## src/rtl/momentum_signal_engine.sv

```systemverilog
// ============================================================================
// momentum_signal_engine
// ----------------------------------------------------------------------------
// Purpose
//   Multi-stock momentum trade-signal generator. Each stock has its own
//   running average, position state machine (FLAT / LONG / COOL), entry price
//   and post-exit cooldown counter. Every accepted price sample yields exactly
//   one registered decision (buy, sell or hold). The block sits between the
//   price-feed decoder and the order manager.
//
// Ports
//   clk             in   1            clock, all logic on the rising edge
//   rst             in   1            synchronous, active-high reset
//   in_valid_i      in   1            sample valid
//   in_ready_o      out  1            !out_valid_o || out_ready_i
//   in_price_i      in   PRICE_W      sample price (unsigned)
//   in_stock_id_i   in   ID_W         sample stock index
//   out_valid_o     out  1            decision valid, held until out_ready_i
//   out_ready_i     in   1            downstream accepts the decision
//   out_buy_o       out  1            buy decision
//   out_sell_o      out  1            sell decision (never with buy)
//   out_stock_id_o  out  ID_W         echo of the sample stock index
//   out_price_o     out  PRICE_W      echo of the sample price
//   position_o      out  NUM_STOCKS   bit i set while stock i is LONG
//
// Configuration
//   STOP_LOSS_EN    when defined, a LONG stock also sells once the price has
//                   fallen STOP_LOSS or more below its entry price.
// ============================================================================
module momentum_signal_engine #(
    parameter int PRICE_W     = 14,
    parameter int NUM_STOCKS  = 4,
    parameter int ID_W        = (NUM_STOCKS > 1) ? $clog2(NUM_STOCKS) : 1,
    parameter int EMA_SHIFT   = 1,
    parameter int ENTRY_BAND  = 10,
    parameter int TAKE_PROFIT = 50,
    parameter int COOLDOWN    = 2,
    parameter int STOP_LOSS   = 5
) (
    input  logic                  clk,
    input  logic                  rst,
    input  logic                  in_valid_i,
    output logic                  in_ready_o,
    input  logic [PRICE_W-1:0]    in_price_i,
    input  logic [ID_W-1:0]       in_stock_id_i,
    output logic                  out_valid_o,
    input  logic                  out_ready_i,
    output logic                  out_buy_o,
    output logic                  out_sell_o,
    output logic [ID_W-1:0]       out_stock_id_o,
    output logic [PRICE_W-1:0]    out_price_o,
    output logic [NUM_STOCKS-1:0] position_o
);

    // Comparisons run two bits wider than a price so that avg+band and
    // entry+take-profit cannot wrap, and avg-band can go negative.
    localparam int EXT_W = PRICE_W + 2;
    localparam int CNT_W = (COOLDOWN < 1) ? 1 : $clog2(COOLDOWN + 1);

    localparam logic signed [EXT_W-1:0] BAND_X  = EXT_W'(ENTRY_BAND);
    localparam logic signed [EXT_W-1:0] TP_X    = EXT_W'(TAKE_PROFIT);
    localparam logic signed [EXT_W-1:0] PMAX_X  = EXT_W'((2 ** PRICE_W) - 1);
    localparam logic [CNT_W-1:0]        COOL_INIT = CNT_W'(COOLDOWN);
    localparam int unsigned             NUM_STOCKS_U = NUM_STOCKS;

    // Elaboration-time sanity checks on the configuration.
    if (NUM_STOCKS < 1 || NUM_STOCKS > 256) begin : gBadNumStocks
        $error("momentum_signal_engine: NUM_STOCKS must be 1..256");
    end
    if (STOP_LOSS < 0 || COOLDOWN < 0 || ENTRY_BAND < 0 || TAKE_PROFIT < 0) begin : gBadThresholds
        $error("momentum_signal_engine: thresholds must be non-negative");
    end

    typedef enum logic [1:0] {
        ST_FLAT = 2'd0,
        ST_LONG = 2'd1,
        ST_COOL = 2'd2
    } state_t;

    // Per-stock state
    state_t             stateMem_q [NUM_STOCKS];
    logic [PRICE_W-1:0] avgMem_q   [NUM_STOCKS];
    logic [PRICE_W-1:0] entryMem_q [NUM_STOCKS];
    logic [CNT_W-1:0]   coolMem_q  [NUM_STOCKS];
    logic [NUM_STOCKS-1:0] seeded_q;

    // Registered output stage
    logic               outValid_q;
    logic               outBuy_q;
    logic               outSell_q;
    logic [ID_W-1:0]    outStockId_q;
    logic [PRICE_W-1:0] outPrice_q;

    // Selected-stock view and next values
    logic               accept;
    logic               idValid;
    state_t             stateSel;
    logic [PRICE_W-1:0] avgSel;
    logic [PRICE_W-1:0] entrySel;
    logic [CNT_W-1:0]   coolSel;
    logic               seededSel;

    logic signed [EXT_W-1:0] priceX;
    logic signed [EXT_W-1:0] avgX;
    logic signed [EXT_W-1:0] entryX;
    logic signed [EXT_W-1:0] avgPlusBandX;
    logic signed [EXT_W-1:0] avgMinusBandX;
    logic signed [EXT_W-1:0] entryPlusTpX;
    logic signed [PRICE_W:0] diffX;
    logic signed [PRICE_W:0] stepX;
    logic signed [EXT_W-1:0] newAvgX;
    logic [PRICE_W-1:0]      newAvg;
    logic                    exitHit;
    logic                    slHit;

    state_t             state_d;
    logic [PRICE_W-1:0] avg_d;
    logic [PRICE_W-1:0] entry_d;
    logic [CNT_W-1:0]   cool_d;
    logic               seeded_d;
    logic               buy_d;
    logic               sell_d;

    assign in_ready_o = !outValid_q || out_ready_i;
    assign accept     = in_valid_i && in_ready_o;
    assign idValid    = (32'(in_stock_id_i) < NUM_STOCKS_U);

    // Read out the addressed stock's state; an out-of-range id sees a neutral
    // view and never writes anything back.
    always_comb begin
        stateSel  = ST_FLAT;
        avgSel    = '0;
        entrySel  = '0;
        coolSel   = '0;
        seededSel = 1'b0;
        if (idValid) begin
            stateSel  = stateMem_q[in_stock_id_i];
            avgSel    = avgMem_q[in_stock_id_i];
            entrySel  = entryMem_q[in_stock_id_i];
            coolSel   = coolMem_q[in_stock_id_i];
            seededSel = seeded_q[in_stock_id_i];
        end
    end

    // Widened thresholds and the running-average step. The step is an
    // arithmetic shift of a signed difference, so the average moves toward
    // the price and stays in range; the clamp only guards the encoding.
    always_comb begin
        priceX        = signed'({2'b00, in_price_i});
        avgX          = signed'({2'b00, avgSel});
        entryX        = signed'({2'b00, entrySel});
        avgPlusBandX  = avgX + BAND_X;
        avgMinusBandX = avgX - BAND_X;
        entryPlusTpX  = entryX + TP_X;
        diffX         = signed'({1'b0, in_price_i}) - signed'({1'b0, avgSel});
        stepX         = diffX >>> EMA_SHIFT;
        newAvgX       = avgX + signed'({stepX[PRICE_W], stepX});
        if (newAvgX < 0) begin
            newAvg = '0;
        end else if (newAvgX > PMAX_X) begin
            newAvg = PMAX_X[PRICE_W-1:0];
        end else begin
            newAvg = newAvgX[PRICE_W-1:0];
        end
    end

`ifdef STOP_LOSS_EN
    localparam logic signed [EXT_W-1:0] SL_X = EXT_W'(STOP_LOSS);
    assign slHit = (priceX < entryX) && ((entryX - priceX) >= SL_X);
`else
    assign slHit = 1'b0;
`endif

    // Take-profit, momentum loss and (optionally) stop-loss share priority.
    // A negative avg-band makes the momentum exit unreachable by construction.
    assign exitHit = (priceX >= entryPlusTpX) || (priceX < avgMinusBandX) || slHit;

    // Decision and next state for the addressed stock, all from pre-update
    // values. The first sample of a stock only seeds its average.
    always_comb begin
        state_d  = stateSel;
        avg_d    = avgSel;
        entry_d  = entrySel;
        cool_d   = coolSel;
        seeded_d = seededSel;
        buy_d    = 1'b0;
        sell_d   = 1'b0;
        if (idValid) begin
            if (!seededSel) begin
                avg_d    = in_price_i;
                seeded_d = 1'b1;
            end else begin
                avg_d = newAvg;
                case (stateSel)
                    ST_FLAT: begin
                        if (priceX > avgPlusBandX) begin
                            buy_d   = 1'b1;
                            entry_d = in_price_i;
                            state_d = ST_LONG;
                        end
                    end
                    ST_LONG: begin
                        if (exitHit) begin
                            sell_d = 1'b1;
                            if (COOLDOWN == 0) begin
                                state_d = ST_FLAT;
                            end else begin
                                state_d = ST_COOL;
                                cool_d  = COOL_INIT;
                            end
                        end
                    end
                    ST_COOL: begin
                        // The sample that drains the counter is still ignored.
                        if (coolSel <= CNT_W'(1)) begin
                            cool_d  = '0;
                            state_d = ST_FLAT;
                        end else begin
                            cool_d = coolSel - CNT_W'(1);
                        end
                    end
                    default: begin
                        state_d = ST_FLAT;
                    end
                endcase
            end
        end
    end

    // Single state-holding process: per-stock memories and the 1-deep output
    // register. A new accept overwrites the output in the same cycle the old
    // one is taken; otherwise the output is held until out_ready_i.
    always_ff @(posedge clk) begin
        if (rst) begin
            outValid_q   <= 1'b0;
            outBuy_q     <= 1'b0;
            outSell_q    <= 1'b0;
            outStockId_q <= '0;
            outPrice_q   <= '0;
            seeded_q     <= '0;
            for (int i = 0; i < NUM_STOCKS; i++) begin
                stateMem_q[i] <= ST_FLAT;
                avgMem_q[i]   <= '0;
                entryMem_q[i] <= '0;
                coolMem_q[i]  <= '0;
            end
        end else begin
            if (accept) begin
                outValid_q   <= 1'b1;
                outBuy_q     <= buy_d;
                outSell_q    <= sell_d;
                outStockId_q <= in_stock_id_i;
                outPrice_q   <= in_price_i;
                if (idValid) begin
                    stateMem_q[in_stock_id_i] <= state_d;
                    avgMem_q[in_stock_id_i]   <= avg_d;
                    entryMem_q[in_stock_id_i] <= entry_d;
                    coolMem_q[in_stock_id_i]  <= cool_d;
                    seeded_q[in_stock_id_i]   <= seeded_d;
                end
            end else if (out_ready_i) begin
                outValid_q <= 1'b0;
            end
        end
    end

    // Position vector follows the LONG state of every stock.
    always_comb begin
        position_o = '0;
        for (int i = 0; i < NUM_STOCKS; i++) begin
            position_o[i] = (stateMem_q[i] == ST_LONG);
        end
    end

    assign out_valid_o    = outValid_q;
    assign out_buy_o      = outBuy_q;
    assign out_sell_o     = outSell_q;
    assign out_stock_id_o = outStockId_q;
    assign out_price_o    = outPrice_q;

endmodule

```

## config.mk

```make
export PLATFORM = sky130hd
export DESIGN_NAME = momentum_signal_engine
export DESIGN_NICKNAME = d
export VERILOG_FILES = /design/src/rtl/momentum_signal_engine.sv
export SDC_FILE = /design/constraint.sdc
export NUM_CORES = 1
export LEC_CHECK = 0
export ABC_AREA = 1
export BUFFER_PORTS_ARGS = -buffer_cell sky130_fd_sc_hd__clkbuf_2
export CAP_MARGIN = 25
export CORE_MARGIN = 2
export CORE_UTILIZATION = 30
export DETAILED_ROUTE_END_ITERATION = 10
export PLACE_DENSITY = 0.56
export SKIP_LAST_GASP = 1
export SLEW_MARGIN = 20
export SYNTH_ARGS = -nofsm -noshare
export SYNTH_HDL_FRONTEND = slang
export SYNTH_SLANG_ARGS = --single-unit
```

## constraint.sdc

```tcl
create_clock -name clk -period 6 [get_ports clk]
set_clock_uncertainty 0.15 [all_clocks]
set_input_delay 0.3 -clock clk [delete_from_list [all_inputs] [get_ports clk]]
set_output_delay 0.3 -clock clk [all_outputs]
set_load 0.005 [all_outputs]
```

==> run_results.csv <==
group,metric,value,unit
die,die_h,190.4,um
sta,max_freq,187.5,MHz
route,vias_per_cell,4.805,
run,max-cap-violations,0,
clock_tree,cts.clk_slew.worst_paths,0.07,ns
clock_tree,cts_resized,0,
setup_path,crit_slowest_cell,"nand4_1",
placed_design,dpl.hpwl,22.14,mm
route,ant_nets,0,
placed_design,globalplace.congestion,0.9351,
clock_tree,cts.path.max_buffers,2,
sta,worstMarginPinSlew,0.9237,ns
placed_design,pre_cts_slack,0.3306,ns
setup_path,crit_top_cell,"nand2_1",
placed_design,dpl_cell_area,11100,sq um
setup_path,critical_path_class,"in -> reg",
power,p_sw_share,35.03,%
grt,antenna_found_initial,0,
clock_tree,post_cts_buffers,0,
sta,timing.final.ws_setup,0.6667,ns
die,initial_utilization,30.31,%
cells_and_area,syn2layout_area_growth,11.98,%
clock_tree,cts_inserted_buffers,17,
route,first_iter_violations,682,
yosys,synth_cell_type_count,50,
power,p_clk_share,32.4,%
clock_tree,cts.sinks,151,
clock_tree,cts_tree,"done",
hold_path,hp-class,"in -> reg",
power,power_density,280.2,nW/um^2
yosys,syn_avg_cell_area,7.882,sq um
setup_path,max_stage_delay,0.49,ns
yosys,yosysTopAreaCell,"edfxtp_1",
power,power_frac_seq,37.4,%
route,wl_met1,13.67,mm
setup_path,cp-end-kind,"flop",
route,dr_wl_met3,1.405,mm
sta,maxSlewHeadroom,38.42,%
placed_design,port_buffers,43,
route,drt_first_pass_iters,5,
die,core_area,34370,sq um
sta,fin_tns_setup,0,ns
route,dr_wl_met2,14.61,mm
setup_path,critPathLaunchType,"input pin",
clock_tree,cts-root-buf,"clkbuf_16",
yosys,ys_seq_area_share,41.31,%
die,fp.dieW,190.4,um
grt,grt_remaining_overflow,0,
yosys,syn_area,10420,sq um
sta,finalHoldViolCount,0,
die,rows,68,
sta,rsz0062_at_grt,"no",
cells_and_area,final_util,33.95,%
route,vias,8812,
yosys,synth_nets,1421,
route,routedWlPerCell,16.54,um
sta,slew_violations,0,
route,routed_wl,30.33,mm
sta,fin_crit,5.333,ns
setup_path,arrival,5.47,ns
die,ios,44,
clock_tree,cts.htree.levels,4,
setup_path,required,6.13,ns
power,irDropWorstVdd,0.2103,mV
grt,grt_max_degree,36,
cells_and_area,layout.nets,1465,
grt,grt_pass1_vias,8421,
sta,period_share,88.89,%
yosys,syn_inst,1322,
yosys,async_flop_share,0,%
power,leakage,5.474,nW
yosys,synth-seq-cells,151,
cells_and_area,layout-drive-gt1-share,11.82,%
yosys,synth_flop_cell,"edfxtp_1",
sta,whs,0.06947,ns
run_status,outcome,"completed",
yosys,synth_warnings,0,
setup_path,critical_path_peak_fanout,27,
clock_tree,clk_latency,0.43,ns
cells_and_area,postLayoutCellArea,11670,sq um
power,intPower,2.124,mW
grt,grt_pass1_wl,47.43,mm
sta,setup_violations,0,
yosys,yosys.area.top_type_share,36.89,%
cells_and_area,diodes,0,
clock_tree,cts_hold_buffers,0,
grt,track_usage,17.15,%
power,combPwrFrac,30.2,%
route,drc_errors,0,
die,dieArea,36240,sq um
yosys,synth_edf_count,128,
power,switching_power,1.145,mW
route,highest_layer,"met4",
yosys,synth_area_leaders,"edfxtp_1, nand2_1, ha_1, nor2_1, inv_1",
per-layer routing:
layer	GRT usage [%]	vias to the layer above
li1	-	4382
met3	1.895	25
met1	22.69	4169
met5	0	-
met2	29.36	236
met4	5.247	0
worst max-delay path, delay by kind of cell:
| family | cells | cell delay (ns) |
|---|---|---|
| xor+xnor | 1 | 0.15 |
| buf+inv | 5 | 0.98 |
| simple gates | 12 | 2.10 |
| fa+ha+maj | 3 | 1.00 |
| compound gates | 5 | 0.91 |
power by group through the flow:
stage | Combinational (mW) | Sequential, mW | Clock [mW]
after global routing | 1.12 | 1.23 | 1.12
after CTS | 0.985 | 1.22 | 1.07
final | 0.988 | 1.22 | 1.06
after global placement | 0.973 | 1.24 | 0
after detailed placement | 0.978 | 1.24 | 0
after floorplan | 0.723 | 1.24 | 0
area by class of cell:
cell class	instances	area, sq um
Clock buffer	18	429.2
Clock inverter	14	142.6
Fill cell	3661	22700
Inverter	134	510.5
Multi-Input combinational cell	996	5325
Sequential cell	151	4304
Tap cell	455	569.3
Timing Repair Buffer	66	387.9
layout by cell type, fill, tap and decap left out, types with 5 or more instances in the layout:
| master | synthesis | final |
|---|---|---|
| nand4_1 | 8 | 8 |
| nand2_2 | 22 | 22 |
| o21bai_1 | 6 | 6 |
| a21oi_1 | 83 | 83 |
| nand3_2 | 5 | 5 |
| o21a_1 | 5 | 5 |
| nor2_2 | 21 | 21 |
| nor3_1 | 11 | 11 |
| edfxtp_1 | 128 | 128 |
| xor2_1 | 43 | 42 |
| dfxtp_1 | 23 | 23 |
| a21o_1 | 6 | 6 |
| nor2_1 | 140 | 140 |
| ha_1 | 77 | 77 |
| buf_4 | 9 | 23 |
| xnor2_1 | 10 | 10 |
| o21ai_0 | 16 | 16 |
| clkbuf_2 | 0 | 43 |
| nand3_1 | 46 | 46 |
| clkbuf_16 | 0 | 17 |
| nand2_1 | 456 | 456 |
| a22oi_1 | 5 | 5 |
| inv_1 | 126 | 126 |
state kept, by name, summed over array words and instances, names as in the netlist:
| signal | count |
|---|---|
| avgMem_q | 56 |
| coolMem_q | 8 |
| entryMem_q | 56 |
| out_buy_o | 1 |
| out_price_o | 14 |
| out_sell_o | 1 |
| out_stock_id_o | 2 |
| out_valid_o | 1 |
| seeded_q | 4 |
| stateMem_q | 8 |
synth_stat cells (all sizes together) (5+ instances only):
cell type and instances:
a21o 6, a21oi 84, a22oi 5, buf 28, clkbuf 13, dfxtp 23, edfxtp 128, ha 77
inv 132, nand2 478, nand3 51, nand4 10, nor2 166, nor3 11, o21a 5, o21ai 17
o21bai 6, xnor2 10, xor2 43
through the flow:
stage                     std cells  power, mW
after CTS                      1834      3.277
final                          1834      3.269
after global routing           1834      3.462
after global placement         1802      2.215
after floorplan                1322      1.963
after detailed placement       1802      2.222
logic make-up after synthesis:
| kind of cell | Yosys count | share of synthesized area, % |
|---|---|---|
| and+or+nand+nor | 728 | 29.45 |
| adders and majority gates | 79 | 9.630 |
| buffers and inverters | 175 | 7.661 |
| DFF | 151 | 41.31 |
| AOI/OAI and AO/OA | 136 | 7.493 |
| xor gates and xnor gates | 53 | 4.455 |
path summary, 6_finish.rpt:
check | to | from | cells after the start | slack (ns)
hold / removal | out_price_o[0]$_SDFFE_PP0P_ | in_price_i[0] | 3 | 0.07
setup / recovery | avgMem_q[1][0]$_SDFFCE_PN0P_ | in_stock_id_i[0] | 26 | 0.67
hold reg to reg | seeded_q[1]$_SDFFE_PP0P_ | seeded_q[1]$_SDFFE_PP0P_ | 2 | 0.30
setup reg to reg | avgMem_q[1][0]$_SDFFCE_PN0P_ | avgMem_q[0][4]$_SDFFCE_PN0P_ | 33 | 0.94
Power figures use the tool's default switching activity.
